--- config.mk ---
export PLATFORM = sky130hd
export DESIGN_NAME = alu_seq
export DESIGN_NICKNAME = d
export VERILOG_FILES = /design/src/rtl/alu_seq.sv
export SDC_FILE = /design/constraint.sdc
export NUM_CORES = 1
export LEC_CHECK = 0
export CAP_MARGIN = 0
export CELL_PAD_IN_SITES_DETAIL_PLACEMENT = 2
export CELL_PAD_IN_SITES_GLOBAL_PLACEMENT = 2
export CORE_AREA = 2 2 204 356
export CTS_CLUSTER_DIAMETER = 120
export DETAILED_ROUTE_END_ITERATION = 6
export DIE_AREA = 0 0 206 358
export GPL_ROUTABILITY_DRIVEN = 1
export PLACE_DENSITY_LB_ADDON = 0.15
export SYNTH_ARGS = -nofsm -noshare
export SYNTH_HDL_FRONTEND = slang
export SYNTH_SLANG_ARGS = --single-unit
--- constraint.sdc ---
create_clock -name clk -period 4.8 [get_ports clk]
set_input_delay 0.72 -clock clk [delete_from_list [all_inputs] [get_ports clk]]
set_output_delay 0.72 -clock clk [all_outputs]
set_load 0.02 [all_outputs]
--- src/rtl/alu_seq.sv ---
// alu_seq: handshaked EX-stage ALU. Logic, add/sub, compares and shifts
// finish in one cycle. Multiply (shift-add) and divide (restoring) run
// iteratively, one bit per cycle, and return a HI/LO result pair.
module alu_seq #(
    parameter int WIDTH = 32,
    localparam int SHW = $clog2(WIDTH)
) (
    input  logic             clk,
    input  logic             rst_n,
    input  logic             in_valid,
    output logic             in_ready,
    input  logic [3:0]       op,
    input  logic [WIDTH-1:0] a,
    input  logic [WIDTH-1:0] b,
    output logic             out_valid,
    input  logic             out_ready,
    output logic [WIDTH-1:0] result,
    output logic [WIDTH-1:0] hi,
    output logic             ovf,
    output logic             zero
);

    typedef enum logic [1:0] {IDLE, BUSY, FIX, DONE} state_t;

    localparam logic [SHW-1:0] LAST_STEP = SHW'(WIDTH - 1);

    state_t               state;
    logic [SHW-1:0]       count;
    logic [2*WIDTH-1:0]   acc;
    logic [WIDTH-1:0]     mag_b;
    logic [WIDTH-1:0]     a_q;
    logic                 is_div;
    logic                 neg_res;
    logic                 neg_rem;

    logic [WIDTH-1:0]     sum_add;
    logic [WIDTH-1:0]     sum_sub;
    logic [SHW-1:0]       shamt;
    logic [WIDTH-1:0]     alu_res;
    logic                 alu_ovf;

    logic [WIDTH:0]       mul_sum;
    logic [2*WIDTH-1:0]   mul_next;
    logic [WIDTH:0]       div_shift;
    logic [WIDTH-1:0]     div_diff;
    logic                 div_fits;
    logic [2*WIDTH-1:0]   div_next;

    logic [2*WIDTH-1:0]   prod_fix;
    logic [WIDTH-1:0]     quo;
    logic [WIDTH-1:0]     rem;

    // Absolute value for signed operands; unsigned operands pass through.
    function automatic logic [WIDTH-1:0] magnitude(input logic [WIDTH-1:0] v,
                                                   input logic take_abs);
        return (take_abs && v[WIDTH-1]) ? -v : v;
    endfunction

    assign sum_add = a + b;
    assign sum_sub = a - b;
    assign shamt   = b[SHW-1:0];

    // Single-cycle operations, evaluated directly from the request operands.
    always_comb begin
        alu_res = '0;
        alu_ovf = 1'b0;
        case (op)
            4'd0: alu_res = a & b;
            4'd1: alu_res = a | b;
            4'd2: alu_res = a ^ b;
            4'd3: alu_res = ~(a | b);
            4'd4: begin
                alu_res = sum_add;
                alu_ovf = (a[WIDTH-1] == b[WIDTH-1]) && (sum_add[WIDTH-1] != a[WIDTH-1]);
            end
            4'd5: begin
                alu_res = sum_sub;
                alu_ovf = (a[WIDTH-1] != b[WIDTH-1]) && (sum_sub[WIDTH-1] != a[WIDTH-1]);
            end
            4'd6: alu_res = {{(WIDTH-1){1'b0}}, ($signed(a) < $signed(b))};
            4'd7: alu_res = {{(WIDTH-1){1'b0}}, (a < b)};
            4'd8: alu_res = a << shamt;
            4'd9: alu_res = a >> shamt;
            4'd10: alu_res = $signed(a) >>> shamt;
            default: begin
                alu_res = '0;
                alu_ovf = 1'b0;
            end
        endcase
    end

    // One iteration step: shift-add for multiply, restore-subtract for divide.
    // acc holds {partial product, multiplier} or {remainder, dividend/quotient}.
    always_comb begin
        mul_sum   = {1'b0, acc[2*WIDTH-1:WIDTH]} + {1'b0, mag_b & {WIDTH{acc[0]}}};
        mul_next  = {mul_sum, acc[WIDTH-1:1]};
        div_shift = {acc[2*WIDTH-1:WIDTH], acc[WIDTH-1]};
        div_fits  = div_shift >= {1'b0, mag_b};
        div_diff  = div_shift[WIDTH-1:0] - mag_b;
        div_next  = div_fits ? {div_diff, acc[WIDTH-2:0], 1'b1}
                             : {div_shift[WIDTH-1:0], acc[WIDTH-2:0], 1'b0};
    end

    // Sign correction applied once the magnitudes have been fully processed.
    always_comb begin
        prod_fix = neg_res ? -acc : acc;
        quo      = acc[WIDTH-1:0];
        rem      = acc[2*WIDTH-1:WIDTH];
    end

    assign zero = (result == '0);

    // Control FSM with registered handshake signals and result registers.
    always_ff @(posedge clk or negedge rst_n) begin
        if (!rst_n) begin
            state     <= IDLE;
            in_ready  <= 1'b1;
            out_valid <= 1'b0;
            result    <= '0;
            hi        <= '0;
            ovf       <= 1'b0;
            count     <= '0;
            acc       <= '0;
            mag_b     <= '0;
            a_q       <= '0;
            is_div    <= 1'b0;
            neg_res   <= 1'b0;
            neg_rem   <= 1'b0;
        end else begin
            case (state)
                IDLE: begin
                    if (in_valid) begin
                        a_q      <= a;
                        is_div   <= op[1];
                        in_ready <= 1'b0;
                        if (op[3:2] != 2'b11) begin
                            result    <= alu_res;
                            hi        <= '0;
                            ovf       <= alu_ovf;
                            out_valid <= 1'b1;
                            state     <= DONE;
                        end else begin
                            if (op[1]) begin
                                acc   <= {{WIDTH{1'b0}}, magnitude(a, op[0])};
                                mag_b <= magnitude(b, op[0]);
                            end else begin
                                acc   <= {{WIDTH{1'b0}}, magnitude(b, op[0])};
                                mag_b <= magnitude(a, op[0]);
                            end
                            neg_res <= op[0] & (a[WIDTH-1] ^ b[WIDTH-1]);
                            neg_rem <= op[0] & a[WIDTH-1];
                            count   <= '0;
                            state   <= BUSY;
                        end
                    end
                end
                BUSY: begin
                    acc   <= is_div ? div_next : mul_next;
                    count <= count + 1'b1;
                    if (count == LAST_STEP) begin
                        state <= FIX;
                    end
                end
                FIX: begin
                    ovf <= 1'b0;
                    if (is_div) begin
                        if (mag_b == '0) begin
                            result <= '1;
                            hi     <= a_q;
                        end else begin
                            result <= neg_res ? -quo : quo;
                            hi     <= neg_rem ? -rem : rem;
                        end
                    end else begin
                        {hi, result} <= prod_fix;
                    end
                    out_valid <= 1'b1;
                    state     <= DONE;
                end
                DONE: begin
                    if (out_ready) begin
                        out_valid <= 1'b0;
                        in_ready  <= 1'b1;
                        state     <= IDLE;
                    end
                end
            endcase
        end
    end

endmodule

==> metrics.md <==
| Metric | Value |
|---|---|
| CP max stage cell | o21ai_0 |
| Die X | 206 microns |
| Final max-slew violation count | 0 |
| Clock Skew | 18.90 ps |
| Fillers | approximately 8400 |
| Tightest Hold Check Type | in2async |
| Final TNS setup | 0 ps |
| Port Buffers | 139 |
| GRT Residual Overflow | 0 |
| VDD IR max | 0.0003258 V |
| Antenna violations before repair | 1 |
| Setup bufs post-CTS | 0 |
| Area of the multi-input gates | 18530 sq um |
| Worst skew pair latency | 580 ps |
| Critical Path RT | between 5000 and 6000 ps |
| Die H | 358 microns |
| Vias per cell | 6.268 |
| Maximum clock rate | 0.2226 GHz |
| EDFF count, synth | 0 |
| Row count | 129 |
| Clock root buffer master | clkbuf_16 |
| Critical Path AT | 4910 ps |
| Die Area | 73750 sq um |
| TritonCTS clock tree | yes |
| Residual DRC count | 0 |
| Routed wl met3 | 4.376 mm |
| Starting DRC count in detailed routing | between 1500 and 2000 |
| DRT Wirelength | 142.8 mm |
| Routed met2 length | 71.66 mm |
| Initial Util | approximately 36% |
| Status | completed |
| CP dominant cell by count | o21ai_0 |
| First-pass GRT wire length | about 210 mm |
| Leakage | between 10 and 15 nW |
| CP delay by family, top | compound AO/OA/AOI/OAI gates |
| Worst Setup SP | acc[0] |
| Avg Cell Area, Syn | 7.174 sq um |
| Placed Area | 28450 sq um |
| CTS sink count | 205 |
| Max_cap viols | 0 |
| Crit path kind | reg2reg |
| Global-route usage over all layers | 38.22% |
| Number of diodes | 0 |
| Startpoint Class | register |
| Period utilization | around 94% |
| Vias after detailed routing | 28582 |
| Final Hold Fails | 0 |
| Worst R2R End | acc[62] |
| Synthesized flop and latch total | 205 |
| Cell area after synthesis | around 25000 sq um |
| Synthesized Nets | 3765 |
| Synth cell types | 82 |
| Drt wl/cell | 31.31 microns |
| # resized after CTS | 0 |
| CP cell instances | inv_1 > buf_4 > nor2_1 > ha_1 > a21o_1 > a21oi_1 > a21oi_1 > o21ai_0 > o21ai_0 > a21oi_1 > o21ai_0 > a31oi_1 > xnor2_1 > a22oi_1 > o21ai_0 |
| Final Instance Area | 29310 sq um |
| GPL Wtd Cong | 1.079 |
| Placed insts | around 4500 |
| Routed metal-1 wirelength | 52.76 mm |
| Ys Warns | 0 |
| Drt first pass iters | 5 |
| Least-Margin Pin Slew | 1067 ps |
| Clock-pin slew on the worst setup and hold paths | 70 ps |
| Synth Instances | 3515 |
| R2R Setup Slk | 310 ps |
| Non-filler cells, final | 4560 |
| Pwr per Cell Area | around 630 nW/um^2 |
| FF+latch area | 5136 sq um |
| H-tree level count | 1 |
| Min Tclk post-route | 4493 ps |
| Layout cell share with drive strength beyond 1 | 9.882% |
| Main synth FF type | dfrtp_1 |
| Final setup violation count | 0 |
| Crit. End Element | register |
| Uppermost layer routed | met4 |
| Inserted Clock Buffers | 24 |
| # IOs | 140 |
| Core area | 70700 sq um |
| Worst Reg-to-Reg Cells | 15 |
| Largest net degree at the start of global routing | 126 |
| Vias in the first global route | 31519 |
| CTS Hold Bufs | 0 |
| CP max FO | 16 |
| Largest stage delay on the critical path | 530 ps |
| Layout area overhead | 16.24% |
| DPL Wire Length | 114.8 mm |
| Setup repair after global routing missed its margin | false |
| Max Root-Sink Buffers | 3 |
| Post-synth ARST share | 100.0% |
| Relative slew margins | between 20% and 30% |
| Post-synthesis sequential area ratio | 20.35% |
| Buf/Inv on CP | 2 |
| Final net count | around 3900 |
| Antenna-violating nets left | 0 |
| Worst R2R Start | acc[0] |
-- through the flow --
stage          total power, W  hold slack (ps)  util [%]  setup slack (ps)
2_1_floorplan         0.01109            424.4         -             401.4
3_3_place_gp          0.01546            460.0     40.25            -33.38
3_5_place_dp          0.01611            476.7     40.25            -114.3
4_1_cts               0.01837            131.3     41.46             297.2
5_1_grt               0.01962            150.8     41.46             158.4
6_report              0.01848            101.0     41.46             307.5
-- routing by layer --
| layer | track usage [%] | vias up |
|---|---|---|
| li1 | - | 12835 |
| met1 | 40.56 | 14563 |
| met2 | 68.46 | 804 |
| met3 | 3.153 | 380 |
| met4 | 31.26 | 0 |
| met5 | 0 | - |
-- cells in the final DEF, fill, tap and decap left out, types with 39 or more instances in the layout --
master,synthesis,final
a211oi_1,70,69
nand2_1,387,385
o21ai_0,466,466
dfrtp_1,204,202
inv_1,158,158
nor2_1,357,357
nor4_1,49,49
xnor2_1,158,158
nand3_1,42,42
a31oi_1,41,40
xor2_1,67,67
clkdlybuf4s50_1,0,131
buf_4,1,199
nor3_1,40,39
a21o_1,49,49
ha_1,174,173
a21oi_1,370,370
mux2i_1,93,93
-- report_power, final --
group | switching (W) | internal [W]
Combinational | 0.00780 | 0.00461
Sequential | 0.00148 | 0.00249
Clock | 0.000896 | 0.00121
-- logic make-up after synthesis --
kind of cell / count (synthesis) / synth area share (%)
xor gates and xnor gates: 225 / 7.815
buffers and inverters: 424 / 6.406
AOI/OAI and AO/OA: 1281 / 30.29
DFF: 205 / 20.35
muxes: 151 / 7.487
and+or+nand+nor: 1051 / 18.70
adders and majority gates: 178 / 8.951
-- worst max path at each step --
stage	endpoint	slack, ps	cells past startpoint
after floorplan	result[31]	400	16
after global placement	result[31]	-30	15
after detailed placement	result[29]	-110	16
after CTS	acc[61]	300	16
after global routing	acc[62]	160	15
final	acc[62]	310	15
-- sequential cells by signal, indices dropped and copies added, names as in the netlist, 2 cells and up --
name,flops
a_q,32
count,5
acc,64
mag_b,32
result,32
hi,32
state,2
-- worst register-to-register path, stage by stage (launching register included) --
cell	delay, ps
dfrtp_1	460
inv_1	210
buf_4	280
nor2_1	70
ha_1	340
a21o_1	200
a21oi_1	200
a21oi_1	130
o21ai_0	530
o21ai_0	390
a21oi_1	520
o21ai_0	260
a31oi_1	330
xnor2_1	120
a22oi_1	180
o21ai_0	120
-- area by class of cell --
cell class | instances | share of cell area, %
Clock inverter | 15 | 0.6829
Clock buffer | 29 | 2.254
Tap cell | 917 | 3.914
Multi-Input combinational cell | 2886 | 63.20
Inverter | 163 | 2.087
Timing Repair Buffer | 345 | 10.34
Sequential cell | 205 | 17.52
-- Yosys cell counts, drive strengths merged, types with 42 or more instances --
cell      n  share of area, %
a21oi   370               7.3
a21o     49               1.5
xnor2   158               5.5
buf      46              0.78
nand2   387               5.8
nor4     49               1.2
inv     159               2.4
xor2     67               2.3
o21ai   471               9.3
a211oi   70               2.1
ha      174               8.6
dfrtp   204                20
nand3    42              0.83
clkbuf  215               3.2
nor2    357               5.3
mux2i    93               3.7
(Power assumes the default switching activity.)
